===== src/rtl/tm1638_bcd_display_ctrl_if.sv =====
// Request-side bundle between the BCD counter and the TM1638 display sequencer.
interface tm1638_bcd_display_ctrl_if;
    logic [11:0] bcd_in;
    logic [7:0]  leds;
    logic        update;
    logic        busy;
    logic        done;

    modport master (output bcd_in, leds, update, input busy, done);
    modport slave  (input bcd_in, leds, update, output busy, done);
endinterface


===== src/rtl/tm1638_bcd_display_ctrl.sv =====
// TM1638 LED&KEY sequencer: snapshots a 3-digit BCD value plus 8 LEDs and sends
// the data-write, address+data and display-control frames. Optional: LEAD_ZERO_BLANK_EN.
module tm1638_bcd_display_ctrl #(
    parameter int unsigned CLK_DIV    = 4,
    parameter int unsigned BRIGHTNESS = 7
) (
    input  logic                            clk,
    input  logic                            rst,
    tm1638_bcd_display_ctrl_if.slave        req,
    output logic                            tm_stb,
    output logic                            tm_clk,
    output logic                            tm_dio
);
    localparam int unsigned DIV_W  = 8;
    localparam int unsigned BIT_W  = 3;
    localparam int unsigned BYTE_W = 5;
    localparam int unsigned FRM_W  = 2;

    localparam logic [DIV_W-1:0]  DIV_LOAD = DIV_W'(CLK_DIV - 1);
    localparam logic [7:0]        CMD_DATA = 8'h40;
    localparam logic [7:0]        CMD_ADDR = 8'hC0;
    localparam logic [7:0]        CMD_DISP = 8'h88 | 8'(BRIGHTNESS & 32'd7);
    localparam logic [BYTE_W-1:0] F2_LAST  = BYTE_W'(16);

    typedef enum logic [2:0] {
        S_IDLE, S_STB_SETUP, S_SHIFT_LO, S_SHIFT_HI, S_STB_HOLD, S_GAP, S_DONE
    } state_t;

    state_t              r_state;
    logic [DIV_W-1:0]    r_div;
    logic [BIT_W-1:0]    r_bit;
    logic [BYTE_W-1:0]   r_byte;
    logic [FRM_W-1:0]    r_frame;
    logic                r_gap_half;
    logic                r_pending;
    logic [11:0]         r_bcd;
    logic [7:0]          r_leds;
    logic                r_busy, r_done, r_stb, r_clk, r_dio;

    logic                w_blank_h, w_blank_t;
    logic [7:0]          w_seg_h, w_seg_t, w_seg_o;
    logic                w_div_zero, w_last_bit, w_last_byte;
    logic [BYTE_W-1:0]   w_next_byte;
    logic [BIT_W-1:0]    w_next_bit_idx;
    logic [7:0]          w_cur_val, w_next_val;

    function automatic logic [7:0] seg7(input logic [3:0] d);
        case (d)
            4'd0:    seg7 = 8'h3F;
            4'd1:    seg7 = 8'h06;
            4'd2:    seg7 = 8'h5B;
            4'd3:    seg7 = 8'h4F;
            4'd4:    seg7 = 8'h66;
            4'd5:    seg7 = 8'h6D;
            4'd6:    seg7 = 8'h7D;
            4'd7:    seg7 = 8'h07;
            4'd8:    seg7 = 8'h7F;
            4'd9:    seg7 = 8'h6F;
            default: seg7 = 8'h40;
        endcase
    endfunction

    // Byte idx of frame: F2 index 0 is the address command, then display RAM 00..0F.
    function automatic logic [7:0] frame_byte(input logic [FRM_W-1:0]  frame,
                                              input logic [BYTE_W-1:0] idx,
                                              input logic [7:0]        seg_h,
                                              input logic [7:0]        seg_t,
                                              input logic [7:0]        seg_o,
                                              input logic [7:0]        led_v);
        logic [3:0] addr;
        addr = 4'(idx - BYTE_W'(1));
        frame_byte = 8'h00;
        if (frame == FRM_W'(0)) begin
            frame_byte = CMD_DATA;
        end else if (frame == FRM_W'(1)) begin
            if (idx == '0) begin
                frame_byte = CMD_ADDR;
            end else if (addr[0]) begin
                frame_byte = {7'b0, led_v[addr[3:1]]};
            end else begin
                case (addr[3:1])
                    3'd5:    frame_byte = seg_h;
                    3'd6:    frame_byte = seg_t;
                    3'd7:    frame_byte = seg_o;
                    default: frame_byte = 8'h00;
                endcase
            end
        end else begin
            frame_byte = CMD_DISP;
        end
    endfunction

`ifdef LEAD_ZERO_BLANK_EN
    assign w_blank_h = (r_bcd[11:8] == 4'd0);
    assign w_blank_t = w_blank_h && (r_bcd[7:4] == 4'd0);
`else
    assign w_blank_h = 1'b0;
    assign w_blank_t = 1'b0;
`endif

    assign w_seg_h = w_blank_h ? 8'h00 : seg7(r_bcd[11:8]);
    assign w_seg_t = w_blank_t ? 8'h00 : seg7(r_bcd[7:4]);
    assign w_seg_o = seg7(r_bcd[3:0]);

    assign w_div_zero     = (r_div == '0);
    assign w_last_bit     = (r_bit == BIT_W'(7));
    assign w_last_byte    = (r_frame == FRM_W'(1)) ? (r_byte == F2_LAST) : (r_byte == '0);
    assign w_next_byte    = w_last_bit ? r_byte + BYTE_W'(1) : r_byte;
    assign w_next_bit_idx = r_bit + BIT_W'(1);
    assign w_cur_val      = frame_byte(r_frame, r_byte, w_seg_h, w_seg_t, w_seg_o, r_leds);
    assign w_next_val     = frame_byte(r_frame, w_next_byte, w_seg_h, w_seg_t, w_seg_o, r_leds);

    // Frame sequencer; every state dwells a whole number of divider periods.
    always_ff @(posedge clk) begin
        if (rst) begin
            r_state    <= S_IDLE;
            r_div      <= '0;
            r_bit      <= '0;
            r_byte     <= '0;
            r_frame    <= '0;
            r_gap_half <= 1'b0;
            r_pending  <= 1'b0;
            r_bcd      <= '0;
            r_leds     <= '0;
            r_busy     <= 1'b0;
            r_done     <= 1'b0;
            r_stb      <= 1'b1;
            r_clk      <= 1'b1;
            r_dio      <= 1'b1;
        end else begin
            r_done <= 1'b0;
            if (!w_div_zero) r_div <= r_div - DIV_W'(1);
            if (req.update && (r_state != S_IDLE)) r_pending <= 1'b1;
            case (r_state)
                S_IDLE: begin
                    if (req.update || r_pending) begin
                        r_bcd     <= req.bcd_in;
                        r_leds    <= req.leds;
                        r_pending <= 1'b0;
                        r_busy    <= 1'b1;
                        r_stb     <= 1'b0;
                        r_frame   <= '0;
                        r_bit     <= '0;
                        r_byte    <= '0;
                        r_div     <= DIV_LOAD;
                        r_state   <= S_STB_SETUP;
                    end
                end
                S_STB_SETUP: begin
                    if (w_div_zero) begin
                        r_clk   <= 1'b0;
                        r_dio   <= w_cur_val[r_bit];
                        r_div   <= DIV_LOAD;
                        r_state <= S_SHIFT_LO;
                    end
                end
                S_SHIFT_LO: begin
                    if (w_div_zero) begin
                        r_clk   <= 1'b1;
                        r_div   <= DIV_LOAD;
                        r_state <= S_SHIFT_HI;
                    end
                end
                S_SHIFT_HI: begin
                    if (w_div_zero) begin
                        r_div <= DIV_LOAD;
                        if (w_last_bit && w_last_byte) begin
                            r_state <= S_STB_HOLD;
                        end else begin
                            r_bit   <= w_next_bit_idx;
                            r_byte  <= w_next_byte;
                            r_clk   <= 1'b0;
                            r_dio   <= w_next_val[w_next_bit_idx];
                            r_state <= S_SHIFT_LO;
                        end
                    end
                end
                S_STB_HOLD: begin
                    if (w_div_zero) begin
                        r_stb      <= 1'b1;
                        r_dio      <= 1'b1;
                        r_gap_half <= 1'b0;
                        r_div      <= DIV_LOAD;
                        r_state    <= S_GAP;
                    end
                end
                S_GAP: begin
                    // Gap is two divider periods so the 8-bit divider covers CLK_DIV up to 255.
                    if (w_div_zero) begin
                        if (!r_gap_half) begin
                            r_gap_half <= 1'b1;
                            r_div      <= DIV_LOAD;
                        end else if (r_frame == FRM_W'(2)) begin
                            r_busy  <= 1'b0;
                            r_done  <= 1'b1;
                            r_state <= S_DONE;
                        end else begin
                            r_frame <= r_frame + FRM_W'(1);
                            r_stb   <= 1'b0;
                            r_bit   <= '0;
                            r_byte  <= '0;
                            r_div   <= DIV_LOAD;
                            r_state <= S_STB_SETUP;
                        end
                    end
                end
                S_DONE: begin
                    r_state <= S_IDLE;
                end
                default: begin
                    r_state <= S_IDLE;
                end
            endcase
        end
    end

    assign tm_stb   = r_stb;
    assign tm_clk   = r_clk;
    assign tm_dio   = r_dio;
    assign req.busy = r_busy;
    assign req.done = r_done;

endmodule


===== src/flat_wrapper.sv =====
// flat-port wrapper written by rule: the top's interface ports become plain ports
module tm1638_bcd_display_ctrl_flat 
#(
    parameter int unsigned CLK_DIV    = 4,
    parameter int unsigned BRIGHTNESS = 7
)
  (clk, rst, tm_stb, tm_clk, tm_dio, req_bcd_in, req_leds, req_update, req_busy, req_done);
  tm1638_bcd_display_ctrl_if req_i ();
  input  logic clk;
  input  logic rst;
  output logic tm_stb;
  output logic tm_clk;
  output logic tm_dio;
  input wire logic [$bits(req_i.bcd_in)-1:0] req_bcd_in;
  input wire logic [$bits(req_i.leds)-1:0] req_leds;
  input wire logic [$bits(req_i.update)-1:0] req_update;
  output wire logic [$bits(req_i.busy)-1:0] req_busy;
  output wire logic [$bits(req_i.done)-1:0] req_done;
  assign req_i.bcd_in = req_bcd_in;
  assign req_i.leds = req_leds;
  assign req_i.update = req_update;
  assign req_busy = req_i.busy;
  assign req_done = req_i.done;
  tm1638_bcd_display_ctrl #(.CLK_DIV(CLK_DIV), .BRIGHTNESS(BRIGHTNESS)) u_core (.clk(clk), .rst(rst), .req(req_i), .tm_stb(tm_stb), .tm_clk(tm_clk), .tm_dio(tm_dio));
endmodule

===== config.mk =====
export PLATFORM = sky130hd
export DESIGN_NAME = tm1638_bcd_display_ctrl_flat
export DESIGN_NICKNAME = d
export VERILOG_FILES = /design/src/rtl/tm1638_bcd_display_ctrl_if.sv /design/src/rtl/tm1638_bcd_display_ctrl.sv /design/src/flat_wrapper.sv
export SDC_FILE = /design/constraint.sdc
export NUM_CORES = 1
export LEC_CHECK = 0
export CAP_MARGIN = 20
export CORE_ASPECT_RATIO = 0.8
export CORE_UTILIZATION = 55
export DETAILED_ROUTE_END_ITERATION = 10
export GPL_TIMING_DRIVEN = 0
export PLACE_DENSITY = 0.75
export SLEW_MARGIN = 20
export SYNTH_ARGS = -nofsm -noshare
export SYNTH_HDL_FRONTEND = slang
export SYNTH_SLANG_ARGS = --single-unit

===== constraint.sdc =====
create_clock -name clk -period 3.55 [get_ports clk]
set_input_delay 0.71 -clock clk [delete_from_list [all_inputs] [get_ports clk]]
set_output_delay 0.71 -clock clk [all_outputs]
set_load 0.005 [all_outputs]

# Word-level counts from Yosys, hierarchy flattened
# Memory sizes are Yosys's and may differ from the RTL's. A register that Yosys moved wholly into a read port is not among the register bits.
# Index checks and enable logic that the tools add are counted.
[classes]
add_sub_neg = 6
multipliers = 0
div_mod_pow = 0
order_cmp = 4
eq_ne = 25
shifts = 0
muxes = 86
n_bitwise = 3
reduce_logical = 26
[op_table]
columns = ["cell", "count"]
rows = [
  ["$mux W8", 14],
  ["$pmux W8 S3", 3],
  ["$mux W3", 15],
  ["$mux W5", 7],
  ["$eq A3 B3 Y1 const B", 9],
  ["$mux W1", 24],
  ["$mux W4", 6],
  ["$reduce_and A5 Y1", 4],
  ["$pmux W3 S6", 1],
  ["$lt A3 B4 Y1 const B", 4],
  ["$ne A2 B1 Y1 const B", 8],
  ["$pmux W5 S3", 1],
  ["$reduce_bool A3 Y1", 5],
  ["$reduce_and A7 Y1", 2],
  ["$bmux W1 S3", 4],
  ["$logic_not A5 Y1", 2],
  ["$pmux W1 S3", 3],
  ["$pmux W3 S3", 1],
  ["$logic_not A8 Y1", 1],
  ["$mux W2", 4],
  ["$reduce_or A4 Y1", 2],
  ["$sub A4 B1 Y4 const B", 2],
  ["$sub A8 B1 Y8 const B", 1],
  ["$eq A3 B2 Y1 const B", 2],
  ["other kinds (19)", 25],
]
[totals]
regBits = 48
latchBits = 0
mem_bits_rw = 0
romBits = 336
in_bits = 23
output_inout_bits = 5
elab_cells = 167
n_memories = 3
[memory_table]
columns = ["name", "words", "width", "rd", "rd_clocked_by_memory_dff", "wr", "line_no", "source"]
rows = [
  ["(name not given)", 16, 7, 1, 1, 0, "tm1638_bcd_display_ctrl.sv:48", "case (d)"],
  ["(name not given)", 16, 7, 1, 1, 0, "tm1638_bcd_display_ctrl.sv:48", ""],
  ["(name not given)", 16, 7, 1, 1, 0, "tm1638_bcd_display_ctrl.sv:48", ""],
]

# Longest topological paths before layout
# Gate-level depths: netlist of run 1.
[logic_depth]
depth_word = 14
depth_mapped = 13

# Worst setup path after synthesis of run 1
# OpenSTA, ideal clock, no wires.
[synth_path]
path_type = "reg2reg"
from = "register u_core.r_byte[0]"
to = "register u_core.r_dio (netlist: u_core.tm_dio)"
setup_time_ns = 0.059
arrival_ns = 2.675
slack_ns = 0.815
stages_incl_launch_ff = 13
path_buffers = 2
cell_sequence = "dfxtp_1 > buf_4 > inv_1 > ha_1 > buf_2 > mux2i_4 > o211ai_1 > a21oi_2 > a221oi_2 > a221oi_2 > a21boi_0 > a2111oi_0 > o31a_1"
[synth_between]
elab_chain_cells = 14
word_cells_on_any_way = 39
cone_classes = "add/sub (3); eq/ne (8); mux (24); reduce/logical (4)"
[synth_lines]
columns = ["element", "line_no", "source"]
rows = [
  ["start: declaration", "tm1638_bcd_display_ctrl.sv:32", "logic [BYTE_W-1:0] r_byte;"],
  ["start signal: assignment", "tm1638_bcd_display_ctrl.sv:171", "r_byte <= w_next_byte;"],
  ["$add A5 B1 Y5", "tm1638_bcd_display_ctrl.sv:108", "assign w_next_byte = w_last_bit ? r_byte + BYTE_W'(1) : r_byte;"],
  ["$mux W5", "tm1638_bcd_display_ctrl.sv:108", ""],
  ["$sub A4 B1 Y4", "tm1638_bcd_display_ctrl.sv:71", "addr = 4'(idx - BYTE_W'(1));"],
  ["$bmux W1 S3 / $eq A3 B3 Y1 (equally long branches)", "tm1638_bcd_display_ctrl.sv:79, tm1638_bcd_display_ctrl.sv:81", ""],
  ["$mux W1 (not written as such) / $pmux W8 S3 (equally long branches)", "tm1638_bcd_display_ctrl.sv:79, tm1638_bcd_display_ctrl.sv:81", ""],
  ["$mux W8", "tm1638_bcd_display_ctrl.sv:78", "end else if (addr[0]) begin"],
  ["$mux W8", "tm1638_bcd_display_ctrl.sv:76", "if (idx == '0) begin"],
  ["$mux W8", "tm1638_bcd_display_ctrl.sv:75", "end else if (frame == FRM_W'(1)) begin"],
  ["$mux W8", "tm1638_bcd_display_ctrl.sv:73", "if (frame == FRM_W'(0)) begin"],
  ["$bmux W1 S3", "tm1638_bcd_display_ctrl.sv:173", "r_dio <= w_next_val[w_next_bit_idx];"],
  ["$mux W1 (not written as such)", "tm1638_bcd_display_ctrl.sv:173", ""],
  ["$mux W1", "tm1638_bcd_display_ctrl.sv:167", "if (w_last_bit && w_last_byte) begin"],
  ["$mux W1", "tm1638_bcd_display_ctrl.sv:165", "if (w_div_zero) begin"],
  ["$pmux W1 S3", "tm1638_bcd_display_ctrl.sv:134", "case (r_state)"],
  ["end signal: assignment", "tm1638_bcd_display_ctrl.sv:152", "r_dio <= w_cur_val[r_bit];"],
  ["end signal: assignment", "tm1638_bcd_display_ctrl.sv:173", ""],
  ["end: declaration", "tm1638_bcd_display_ctrl.sv:38", "logic r_busy, r_done, r_stb, r_clk, r_dio;"],
]
# Parallel ways exist; a longest one is shown, timed or not. The select of a mux whose other input is x is not followed.
# A chain may end at the register's enable or synchronous reset.

# Final worst setup path of run 1
[layout_path]
from = "register u_core.r_byte[1]"
to = "register u_core.r_dio (netlist: u_core.tm_dio)"
# Same word-level chain as after synthesis.

==> results of run 1 <==
[registers in the layout (all words and copies together), names as in the netlist, 2 cells and up]
register	cells
u_core.w_seg_t	7
u_core.w_seg_o	7
u_core.r_bit	3
u_core.r_state	3
u_core.r_byte	5
u_core.r_frame	2
u_core.w_seg_h	7
u_core.r_leds	8
u_core.r_div	8
u_core.r_bcd	12
[worst max-delay path by stage]
stage                                 from                end  slack, ps
after global placement          req_update  u_core.w_seg_h[5]       -200
after floorplan           u_core.r_byte[0]      u_core.tm_dio        820
final                     u_core.r_byte[1]      u_core.tm_dio        210
after global routing      u_core.r_byte[0]      u_core.tm_dio         20
after detailed placement        req_update  u_core.w_seg_h[5]       -230
after CTS                       req_update  u_core.w_seg_h[5]        130
[power by group through the flow]
stage                     logic, mW  clock network [mW]  registers [mW]
final                          1.20               0.655            1.16
after floorplan               0.913                   0            1.10
after global placement         1.15                   0            1.16
after detailed placement       1.19                   0            1.16
after global routing           1.35               0.700            1.17
after CTS                      1.19               0.664            1.15
[layout make-up]
type	instances	area (um2)	area share, %
plain buffers	28	135	2.69
clock buffers	9	124	2.47
repair buffers	27	270	5.38
clock inverters	7	72.6	1.44
flip-flops and latches	69	1380	27.5
well taps	105	131	2.61
inverters	29	109	2.17
multi-input cells	426	2800	55.8
[cells by family after synthesis]
family | synth area share, %
compound gates | 24.2
xor+xnor | 3.51
fa+ha+maj | 8.50
buf+inv | 5.61
flops | 31.3
mux | 5.47
simple gates | 21.5
[cell usage in the layout, fill, tap and decap left out, types with 9 or more instances in the layout]
| cell type | n |
|---|---|
| clkdlybuf4s50_1 | 27 |
| o21ai_0 | 39 |
| nor2_1 | 57 |
| dfxtp_1 | 69 |
| nor3_1 | 12 |
| ha_1 | 30 |
| clkbuf_1 | 18 |
| nor2b_1 | 12 |
| a22oi_1 | 10 |
| inv_1 | 27 |
| o22ai_1 | 14 |
| a21oi_1 | 40 |
| mux2i_1 | 14 |
| nand2_1 | 62 |
| clkbuf_8 | 9 |
| nand3_1 | 13 |
[repair_timing]
action	4_1_cts	5_1_grt
endpoints found under the setup margin	0	5
gates resized for setup	0	3
hold buffers	0	0
[synth_stat cells (6+ instances only)]
library cell,n,share of area [%]
a221oi_1,7,1.4
dfxtp_1,69,31
mux2i_1,14,3.2
clkbuf_1,18,1.5
buf_2,6,0.68
o21ai_0,39,4.4
xnor2_1,8,1.6
nand2b_1,7,0.99
o22ai_1,14,2.0
nor2b_1,12,1.7
a22oi_1,10,1.7
nor3_1,12,1.4
nand2_1,62,5.3
nor2_1,57,4.8
nand4_1,7,0.99
ha_1,30,8.5
a211oi_1,7,1.2
xor2_1,6,1.2
a21oi_1,40,4.5
inv_1,27,2.3
nand3_1,13,1.5
[metal layers]
layer / track usage, % / wire length [um] / vias to the layer above
met5: 0 / 0 / -
met4: 7.71 / 137 / 0
met3: 5.89 / 1090 / 21
met2: 45.6 / 5060 / 229
met1: 41.7 / 5340 / 1988
li1: - / - / 2064
[worst max-delay path: stages (launching register included)]
cell and delay (ps):
dfxtp_1 510, inv_1 130, ha_1 290, buf_2 250, mux2i_4 180, xnor2_1 470
nor3_4 120, a221oi_1 420, a211oi_1 140, o211ai_1 330, a2111oi_2 140, o31a_1 260
[metrics by stage]
stage / total power [mW] / setup slack, ps / area, um2
2_1_floorplan: 2.01 / 815 / 4420
3_3_place_gp: 2.31 / -205 / 4820
3_5_place_dp: 2.35 / -226 / 4820
4_1_cts: 3.00 / 133 / 5010
5_1_grt: 3.22 / 23.1 / 5020
6_report: 3.01 / 207 / 5020
==> flow_metrics.tcl, run 1 <==
set metrics [dict create \
    fp.dieH_um 82.2 \
    path_class "register to register" \
    drive_above_1_share_pct 8.24 \
    coreArea_um2 7570 \
    syn_to_final_growth_pct 13.8 \
    period_share_pct 94.2 \
    powerDensity_nw_per_um2 599 \
    fp-row-count 28 \
    antenna_found_initial 0 \
    clock-root-buffer "clkbuf_8" \
    cell_internal_pwr_mw 1.80 \
    cts_tree "yes" \
    cts_setup_buffers 0 \
    status "finished, final reports clean" \
    min_path_type "register to register" \
    max_clock_freq_mhz 299 \
    drv_slew 0 \
    fin_crit_ps 3340 \
    hold_viol_final 0 \
    syn_inst 553 \
    yosysSeqAreaShare_pct 31.3 \
    synthFlopType "dfxtp_1" \
    final.setup.tns_ps 0 \
    clock_latency_ps 350 \
    seq_power_share_pct 38.4 \
    viasPerCell 6.15 \
    path_max_fanout 10 \
    ys_types 64 \
    cts_buffer_depth 2 \
    rsz0062_at_grt "no" \
    holdPathEnd "u_core.tm_stb" \
    routed_wirelength_um 11600 \
    cap_viol_max_count 0 \
    skew_ps 7.21 \
    async_reset_ff_share_pct 0 \
    ioPinCount 28 \
    dieWidth_um 102 \
    end_kind "register" \
    clock_sinks 69 \
    grt-ovfl-total 0 \
    port_buffers 27 \
    holdPathStages 2 \
    hp-start "u_core.tm_stb" \
    grt_start_max_net_pins 14 \
    combPwrFrac_pct 39.8 \
    ys_warn_count 0 \
    p_sw_mw 1.21 \
    synth_edf_count 0 \
    drt-pass1-iter-count 5 \
    maxSlewHeadroom_pct 49.5 \
    dp.cells 685 \
    finalSetupViolCount 0 \
    fin_hold_ws_ps 464 \
    grt_pass1_vias 3736 \
    tightest_slew_ps 755 \
    dieArea_um2 8390 \
    wl_per_cell_um 16.6 \
    r2r_start "u_core.r_byte[1]" \
    drt_iter0_markers 380 \
    grt_usage_pct 29.4 \
    sw_frac_of_total_pct 40.3 \
    nNetsFinal 643 \
    yosys_register_bits 69 \
    final_cell_count_no_fill 700 \
    htreeDepth 3 \
    synth_nets 606 \
    clockPowerShare_pct 21.8 \
    synth.cell_area_um2 4420 \
    post-route-util_pct 66.4 \
    ir_drop_mv 0.408 \
    p_leak_nw 1.92 \
    initial_core_util_pct 58.4 \
    nFillCells 667 \
    numCtsBuffers 9 \
    grt_pass1_wl_um 18700 \
    gp_congestion 0.963 \
    via_count 4302 \
    crit_required_ps 3800 \
    regToRegSetupSlack_ps 210 \
    cp_data_arrival_time_ps 3590 \
    ant_nets 0 \
    syn_area_per_cell_um2 7.99 \
    hpwl_um 8700 \
    diodes 0 \
    start_kind "register" \
    crit-reg2reg-capture "u_core.tm_dio" \
    drc 0 \
    clk_pin_slew_worst_paths_ps 80 \
    r2r_cells 11 \
]
No activity file was read; power rests on OpenSTA's default activity.
==> inputs of run 2 (changes only) <==
CORE_ASPECT_RATIO = 0.6   (was 0.8)
CTS_CLUSTER_SIZE = 28   (was not set)
==> flow_metrics.tcl, run 2 (synthesized netlist as in run 1, its figures left out) <==
set metrics [dict create \
    largest_register_ffs 12 \
    cts_setup_buffers 0 \
    ctsHoldBuffers 0 \
    numCtsBuffers 9 \
    path_max_fanout 10 \
    ir_drop_mv 0.412 \
    final_common_cell "dfxtp_1" \
    max_clock_freq_mhz 298 \
    dp.cells 684 \
    clock_sinks 69 \
    drv_slew 0 \
    powerDensity_nw_per_um2 654 \
    period_share_pct 94.4 \
    clk_pin_slew_worst_paths_ps 60 \
    antenna_found_initial 0 \
    maxSlewHeadroom_pct 44.6 \
    fp-row-count 24 \
    min_path_type "register to register" \
    reg_top3 "u_core.r_bcd: 12 flops, u_core.r_div: 8 flops, u_core.r_leds: 8 flops" \
    drt-pass1-iter-count 7 \
    tightest_slew_ps 829 \
    cts_buffer_depth 2 \
    nFillCells 636 \
    start_kind "register" \
    ant_nets 0 \
    regMostFlops "u_core.r_bcd" \
    mostFrequentLayoutCells "dfxtp_1 (69), nand2_1 (62), nor2_1 (56)" \
    final_cell_count_no_fill 699 \
    coreArea_um2 7510 \
    port_buffers 27 \
    drc 0 \
    hpwl_um 9470 \
    fin_hold_ws_ps 464 \
    total_power_mw 3.37 \
    crit_required_ps 3840 \
    ioPinCount 28 \
    grt_pass1_wl_um 20200 \
    cap_viol_max_count 0 \
    status "finished, final reports clean" \
    grt_usage_pct 31.2 \
    drive_above_1_share_pct 8.40 \
    viasPerCell 6.31 \
    diodes 0 \
    fp.dieH_um 71.4 \
    htreeDepth 3 \
    gp_congestion 0.987 \
    end_kind "register" \
    skew_ps 6.39 \
    dieWidth_um 118 \
    hold_viol_final 0 \
    drt_iter0_markers 679 \
    syn_to_final_growth_pct 16.6 \
    grt-ovfl-total 0 \
    via_count 4414 \
    fin_area_um2 5150 \
    dpl-instance-area_um2 4820 \
    clock-root-buffer "clkbuf_16" \
    rsz0062_at_grt "no" \
    cts_tree "yes" \
    initial_core_util_pct 58.8 \
    wl_per_cell_um 18.2 \
    clock_latency_ps 350 \
    cp_data_arrival_time_ps 3650 \
    path_class "register to register" \
    grt_pass1_vias 3888 \
    fin_crit_ps 3350 \
    dieArea_um2 8400 \
    nNetsFinal 643 \
    routed_wirelength_um 12700 \
    post-route-util_pct 68.6 \
    finalSetupViolCount 0 \
    grt_start_max_net_pins 13 \
    p_leak_nw 1.98 \
]
-- run 2: changes by cell type in the layout (fill, tap and decap cells not counted), sizes merged --
cell      delta
bufinv       +1
clkbuf       +1
clkinv       +1
clkinvlp     -1
inv          -2
-- run 2: path summary, 6_finish.rpt --
| kind | slack [ps] | from | end | cells after the start |
|---|---|---|---|---|
| worst min-delay path | 460 | u_core.r_bcd[4] | u_core.r_bcd[4] | 2 |
| worst max-delay path | 200 | u_core.r_byte[0] | u_core.tm_dio | 12 |
| worst max register to register | 200 | u_core.r_byte[0] | u_core.tm_dio | 12 |
| worst min register to register | 460 | u_core.r_bcd[4] | u_core.r_bcd[4] | 2 |
-- run 2: power breakdown --
| group | switching (mW) | internal, mW |
|---|---|---|
| clock | 0.350 | 0.632 |
| combinational | 0.742 | 0.489 |
| sequential | 0.173 | 0.981 |
-- run 2: metrics by stage --
step,worst slack (ps),setup TNS [ps]
2_1_floorplan,815,0
3_3_place_gp,-96.5,-164
3_5_place_dp,-99.3,-175
4_1_cts,202,0
5_1_grt,4.33,0
6_report,197,0
-- run 2: layer usage --
layer / vias up / GRT usage [%] / share of wire (%)
met3: 28 / 10.4 / 12
met4: 0 / 9.26 / 1.8
met5: - / 0 / 0
met2: 259 / 43.3 / 40
met1: 2062 / 45.5 / 46
li1: 2065 / - / -
-- run 2: worst max-delay path, cell delays in order, from the launching register on --
cell and delay, ps:
dfxtp_1 330, buf_4 190, inv_1 110, ha_1 300, buf_2 220, mux2i_4 330
o211ai_1 210, a21oi_2 390, a221oi_1 240, a221oi_2 280, a21boi_0 140, a2111oi_0 410
o31a_1 160
-- run 2: layout make-up --
type | instances | area (um2) | area share, %
well taps | 104 | 130 | 2.53
repair buffers | 27 | 270 | 5.25
clock inverters | 6 | 86.3 | 1.68
multi-input cells | 426 | 2800 | 54.3
flip-flops and latches | 69 | 1380 | 26.8
inverters | 29 | 109 | 2.11
clock buffers | 10 | 239 | 4.64
plain buffers | 28 | 135 | 2.62
-- run 2: repair_timing --
item,CTS,global route
setup endpoints to repair,0,7
gates resized for setup,0,3
endpoints found under the hold margin,0,0
==> inputs of run 3 (changes only) <==
ABC_CLOCK_PERIOD_IN_PS = 3550   (was not set)
==> results of run 3 <==
Same layout as run 2: the final DEF is identical, and so are final timing and power.
